## src/rtl/oled_frame_buffer.sv

```systemverilog
// oled_frame_buffer: double-buffered monochrome pixel store for OLED_interface.
// Upstream logic edits the back buffer and requests a commit. The block copies
// the back buffer to the front buffer (o_PIXEL) while the interface is ready,
// then pulses o_START and tracks the transfer.
// Optional feature: define OLED_FRAME_READBACK_EN to add a registered
// back-buffer read port (i_RD_COL, i_RD_ROW, o_RD_VAL).
module oled_frame_buffer #(
   parameter int NUM_COL     = 96,
   parameter int NUM_ROW     = 3,
   parameter int ACK_TIMEOUT = 4096
) (
   input  logic                                          i_CLK,
   input  logic                                          i_RST,
   input  logic                                          i_WR_EN,
   input  logic [$clog2(NUM_COL)-1:0]                    i_WR_COL,
   input  logic [$clog2((NUM_ROW > 1) ? NUM_ROW : 2)-1:0] i_WR_ROW,
   input  logic                                          i_WR_VAL,
   input  logic                                          i_CLEAR,
   input  logic                                          i_COMMIT,
   input  logic                                          i_READY,
`ifdef OLED_FRAME_READBACK_EN
   input  logic [$clog2(NUM_COL)-1:0]                    i_RD_COL,
   input  logic [$clog2((NUM_ROW > 1) ? NUM_ROW : 2)-1:0] i_RD_ROW,
   output logic                                          o_RD_VAL,
`endif
   output logic [NUM_COL*NUM_ROW-1:0]                    o_PIXEL,
   output logic                                          o_START,
   output logic                                          o_PENDING,
   output logic                                          o_BUSY,
   output logic                                          o_ERR
);

   localparam int NPIX  = NUM_COL * NUM_ROW;
   localparam int IDX_W = (NPIX > 1) ? $clog2(NPIX) : 1;
   localparam int CNT_W = (ACK_TIMEOUT > 1) ? $clog2(ACK_TIMEOUT) : 1;

   typedef enum logic [1:0] {
      ST_IDLE,
      ST_START,
      ST_WAIT_ACK,
      ST_WAIT_DONE
   } state_t;

   state_t           state_q, state_d;
   logic [CNT_W-1:0] cnt_q, cnt_d;
   logic [NPIX-1:0]  back_q, back_d;
   logic             copy;
   logic             ack_timeout;
   logic             wr_hit;
   logic [IDX_W-1:0] wr_idx;

   // Out-of-range addresses never touch the buffer.
   assign wr_hit = i_WR_EN && (int'(i_WR_COL) < NUM_COL) && (int'(i_WR_ROW) < NUM_ROW);
   assign wr_idx = IDX_W'(int'(i_WR_ROW) * NUM_COL + int'(i_WR_COL));

   // Back-buffer next value: clear first, then the single-pixel write on top.
   always_comb begin
      // NOTE: every combinational output gets a default first so no path infers a latch.
      back_d = i_CLEAR ? '0 : back_q;
      if (wr_hit) back_d[wr_idx] = i_WR_VAL;
   end

   // Transfer FSM next-state logic; copy and timeout are one-cycle strobes.
   always_comb begin
      state_d     = state_q;
      cnt_d       = cnt_q;
      copy        = 1'b0;
      ack_timeout = 1'b0;
      unique case (state_q)
         ST_IDLE: begin
            if (o_PENDING && i_READY) begin
               copy    = 1'b1;
               state_d = ST_START;
            end
         end
         ST_START: begin
            cnt_d   = '0;
            state_d = ST_WAIT_ACK;
         end
         ST_WAIT_ACK: begin
            // The first WAIT_ACK cycle is the o_START cycle; the interface
            // gets ACK_TIMEOUT cycles from there to drop i_READY.
            if (!i_READY) begin
               state_d = ST_WAIT_DONE;
            end else if (cnt_q == CNT_W'(ACK_TIMEOUT - 1)) begin
               ack_timeout = 1'b1;
               state_d     = ST_IDLE;
            end else begin
               cnt_d = cnt_q + 1'b1;
            end
         end
         ST_WAIT_DONE: begin
            if (i_READY) state_d = ST_IDLE;
         end
         default: state_d = ST_IDLE;
      endcase
   end

   // State register and ack-timeout counter.
   always_ff @(posedge i_CLK or posedge i_RST) begin
      if (i_RST) begin
         state_q <= ST_IDLE;
         cnt_q   <= '0;
      end else begin
         // NOTE: sequential state uses non-blocking assignments so every flop samples pre-edge values.
         state_q <= state_d;
         cnt_q   <= cnt_d;
      end
   end

   // Back buffer storage.
   always_ff @(posedge i_CLK or posedge i_RST) begin
      // NOTE: the pixel store is plain flops, so it is reset to a known blank frame; a RAM could not be.
      if (i_RST) back_q <= '0;
      else       back_q <= back_d;
   end

   // Front buffer and interface-facing flags. The front buffer only moves on
   // the copy edge, so it stays stable for the whole transfer; a new commit
   // on the copy cycle wins over the clear of o_PENDING.
   always_ff @(posedge i_CLK or posedge i_RST) begin
      if (i_RST) begin
         o_PIXEL   <= '0;
         o_START   <= 1'b0;
         o_PENDING <= 1'b0;
         o_ERR     <= 1'b0;
      end else begin
         if (copy) o_PIXEL <= back_q;
         o_START   <= (state_q == ST_START);
         o_PENDING <= i_COMMIT | ack_timeout | (o_PENDING & ~copy);
         o_ERR     <= o_ERR | ack_timeout;
      end
   end

   assign o_BUSY = (state_q != ST_IDLE);

`ifdef OLED_FRAME_READBACK_EN
   logic             rd_hit;
   logic [IDX_W-1:0] rd_idx;

   assign rd_hit = (int'(i_RD_COL) < NUM_COL) && (int'(i_RD_ROW) < NUM_ROW);
   assign rd_idx = IDX_W'(int'(i_RD_ROW) * NUM_COL + int'(i_RD_COL));

   // Registered readback of the pre-write back buffer; out of range reads 0.
   always_ff @(posedge i_CLK or posedge i_RST) begin
      if (i_RST) o_RD_VAL <= 1'b0;
      else       o_RD_VAL <= rd_hit & back_q[rd_idx];
   end
`endif

endmodule
```

## config.mk

```make
export PLATFORM = sky130hd
export DESIGN_NAME = oled_frame_buffer
export DESIGN_NICKNAME = d
export VERILOG_FILES = /design/src/rtl/oled_frame_buffer.sv
export SDC_FILE = /design/constraint.sdc
export NUM_CORES = 2
export LEC_CHECK = 0
export BUFFER_PORTS_ARGS = -buffer_cell sky130_fd_sc_hd__buf_2
export CORE_MARGIN = 4
export CORE_UTILIZATION = 52
export CTS_CLUSTER_DIAMETER = 50
export DETAILED_ROUTE_END_ITERATION = 6
export HOLD_SLACK_MARGIN = 0.02
export MAX_ROUTING_LAYER = met4
export PLACE_DENSITY_LB_ADDON = 0.15
export SLEW_MARGIN = 20
export SYNTH_ARGS = -nofsm -noshare
export SYNTH_HDL_FRONTEND = slang
export SYNTH_SLANG_ARGS = --single-unit
```

## constraint.sdc

```tcl
create_clock -name i_CLK -period 17.7 [get_ports i_CLK]
set_input_delay 0.885 -clock i_CLK [delete_from_list [all_inputs] [get_ports i_CLK]]
set_output_delay 0.885 -clock i_CLK [all_outputs]
set_load 0.05 [all_outputs]
```

==> out/qor.yml <==
cts_max_path_buffers: 3
endpoint_kind: "flip-flop"
start_util_pct: 52.9
ys_types: 52
cts_hold_buf: 0
wl_per_cell_um: 20.5
drive_above_1_share_pct: 22.8
r2r-end: "o_PIXEL[30]"
cts.sinks: 593
die_area_sq_mm: 0.0549
ys_seq_area_share_pct: 55.7
drc: 0
antenna_found_initial: 4
grt_pass1_wl_mm: 114
critPathBufInv: 5
syn_to_final_growth_pct: 14.3
vias_per_cell: 5.69
port_buffers: 307
grt_max_degree: 174
ctsResizeCount: 0
vias: 20527
worstRegToRegCells: 6
fin_crit_ns: 4.16
drtAntennaViolNets: 0
ff2ff_setup_slack_ns: 14.24
fmax_ghz: 0.240
pre_cts_ws_ns: 12.78
wl_mm: 74.0
fin_setup_tns_ns: 0
cts_buffers: 67
fin_ws_ns: 13.54
cts_tree: "built"
slew_headroom_pct: 22.7
synth_area_per_cell_sq_um: 9.83
final_nets: 2908
io-pin-count: 308
final-hold-violation-count: 0
p_leak_uw: 0.0160
path_clk_slew_ns: 0.06
power_density_mw_per_mm2: 102
grt_pass1_vias: 19905
synth_nets: 2731
clkLatencyLatePin_ns: 0.60
seqCellArea_sq_mm: 0.0148
layout_worst_path_cycle_share_pct: 23.5
overflow: 0
hold_path.class: "in2async"
critPathKind: "in2reg"
cpPeakStageDelay_ns: 0.66
worst_pin_slew_ns: 1.16
drv_cap: 0
cpMaxStageDelayCell: "o21ai_4"
startpoint: "i_WR_ROW[0]"
rsz0062_at_grt: "no"
finalMaxSlewViolations: 0
htree_levels: 3
cp_data_arrival_time_ns: 4.68
worstPathCellList: "buf_2, inv_1, ha_1, inv_1, ha_1, a21oi_1, a21oi_1, o21ai_4, buf_4, buf_16, nor3b_4, a31o_2"
worstPathMaxFanout: 72
vdd_drop_max_uv: 63.1
cts_setup_buffers: 0
setup_viol: 0
p_total_uw: 3100
synth-seq-cells: 593
core_sq_mm: 0.0504
crit_family: "compound AO/OA/AOI/OAI gates"
place_congestion: 0.838
core.rowCount: 82
rr_startpoint: "state_q[0]"
status: "complete, no violations"
root_buffer: "clkbuf_16"
synthArstFlopShare_pct: 100
fin_skew_ns: 0.0201
synth_edf_count: 0
synthFlopType: "dfrtp_1"
synth_warnings: 0
hpwl_mm: 44.1
nFillCells: 4358
grt_usage_pct: 27.3
multi_input_area_sq_mm: 0.0104
fp.dieH_um: 234
die_w_um: 234
netlist_area_sq_mm: 0.0266
cp.required_ns: 18.21
syn_inst: 2709
setup.worst_path.start_class: "input port"
first_pass_iters: 5
drt_iter0_markers: 2035
==> layout by cell type, fill, tap and decap left out, types with 5 or more instances in the layout <==
cell type,count
nor3b_4,6
nand2_1,851
a31o_2,162
o21ai_0,24
a21oi_1,163
ha_1,5
nand2b_1,279
a311oi_1,18
nor4_4,15
dfrtp_1,593
buf_6,6
clkinv_2,7
clkbuf_1,13
inv_1,25
nand3_1,7
nor3_4,9
nor2_1,18
inv_6,5
a31o_1,126
buf_2,305
buf_4,42
clkbuf_8,12
a31oi_1,112
clkbuf_16,71
==> sequential cells by signal, summed over array words and instances (netlist names) <==
register / flops
back_q: 288
o_PIXEL: 288
cnt_q: 12
state_q: 2
o_ERR: 1
o_PENDING: 1
o_START: 1
==> through the flow <==
stage               instances  instance area, sq um  utilization, %  hold slack [ns]
floorplan                2709                 26600               -            0.440
global placement         3486                 28100            55.9            0.446
detailed placement       3486                 28100            55.9            0.452
CTS                      3602                 30400            60.3            0.457
global route             3609                 30400            60.4            0.467
finish                   3609                 30400            60.4            0.425
==> cell usage after synthesis, types with 4 or more instances <==
library cell | instances | area share, %
a311oi_1 | 18 | 0.59
buf_6 | 27 | 1.1
nand2b_1 | 279 | 6.6
and3_1 | 5 | 0.12
dfrtp_1 | 593 | 56
nor3_1 | 4 | 0.075
nor2_1 | 19 | 0.27
o21ai_0 | 24 | 0.45
buf_4 | 25 | 0.70
clkbuf_1 | 149 | 2.1
a21oi_1 | 163 | 3.1
nor3b_4 | 6 | 0.42
a31o_2 | 162 | 5.3
nor4_4 | 14 | 1.1
nor3_4 | 9 | 0.55
nand3_1 | 8 | 0.15
buf_2 | 44 | 0.83
ha_1 | 5 | 0.23
nand2_1 | 851 | 12
inv_1 | 26 | 0.37
a31o_1 | 126 | 4.1
a31oi_1 | 112 | 2.6
==> final cells by class <==
type,count,area share (%)
Multi-Input combinational cell,1840,34.3
Timing Repair Buffer,356,6.48
Clock inverter,20,0.764
Clock buffer,96,6.54
Inverter,28,0.370
Sequential cell,593,48.7
Tap cell,672,2.76
Antenna cell,4,0.0329
==> layer usage <==
metal | up-vias | part of all wire (%) | track usage, %
met4 | 0 | 2.0 | 6.48
met1 | 10234 | 44 | 38.1
met2 | 665 | 48 | 42.4
li1 | 9516 | - | -
met5 | - | 0 | -
met3 | 112 | 6.1 | 4.65
==> how the worst max path moves through the flow <==
| stage | endpoint | depth (start not counted) | slack, ns |
|---|---|---|---|
| after global routing | back_q[226] | 12 | 13.31 |
| after global placement | back_q[249] | 11 | 12.86 |
| final | back_q[210] | 12 | 13.54 |
| after floorplan | back_q[0] | 1 | 0.22 |
| after detailed placement | back_q[249] | 11 | 12.78 |
| after CTS | back_q[249] | 11 | 13.38 |
==> cell families after synthesis <==
logic type	synth area share [%]
buf+inv	5.22
simple gates	21.8
mux	0.117
compound gates	16.7
fa+ha+maj	0.310
xor+xnor	0.160
flops	55.7
==> power breakdown <==
group | leakage [uW] | switching [uW] | internal, uW
Combinational | 0.00659 | 274 | 49.5
Clock | 0.00110 | 558 | 843
Sequential | 0.00827 | 10.4 | 1370
Note: power is estimated with default switching activity, not from simulation.
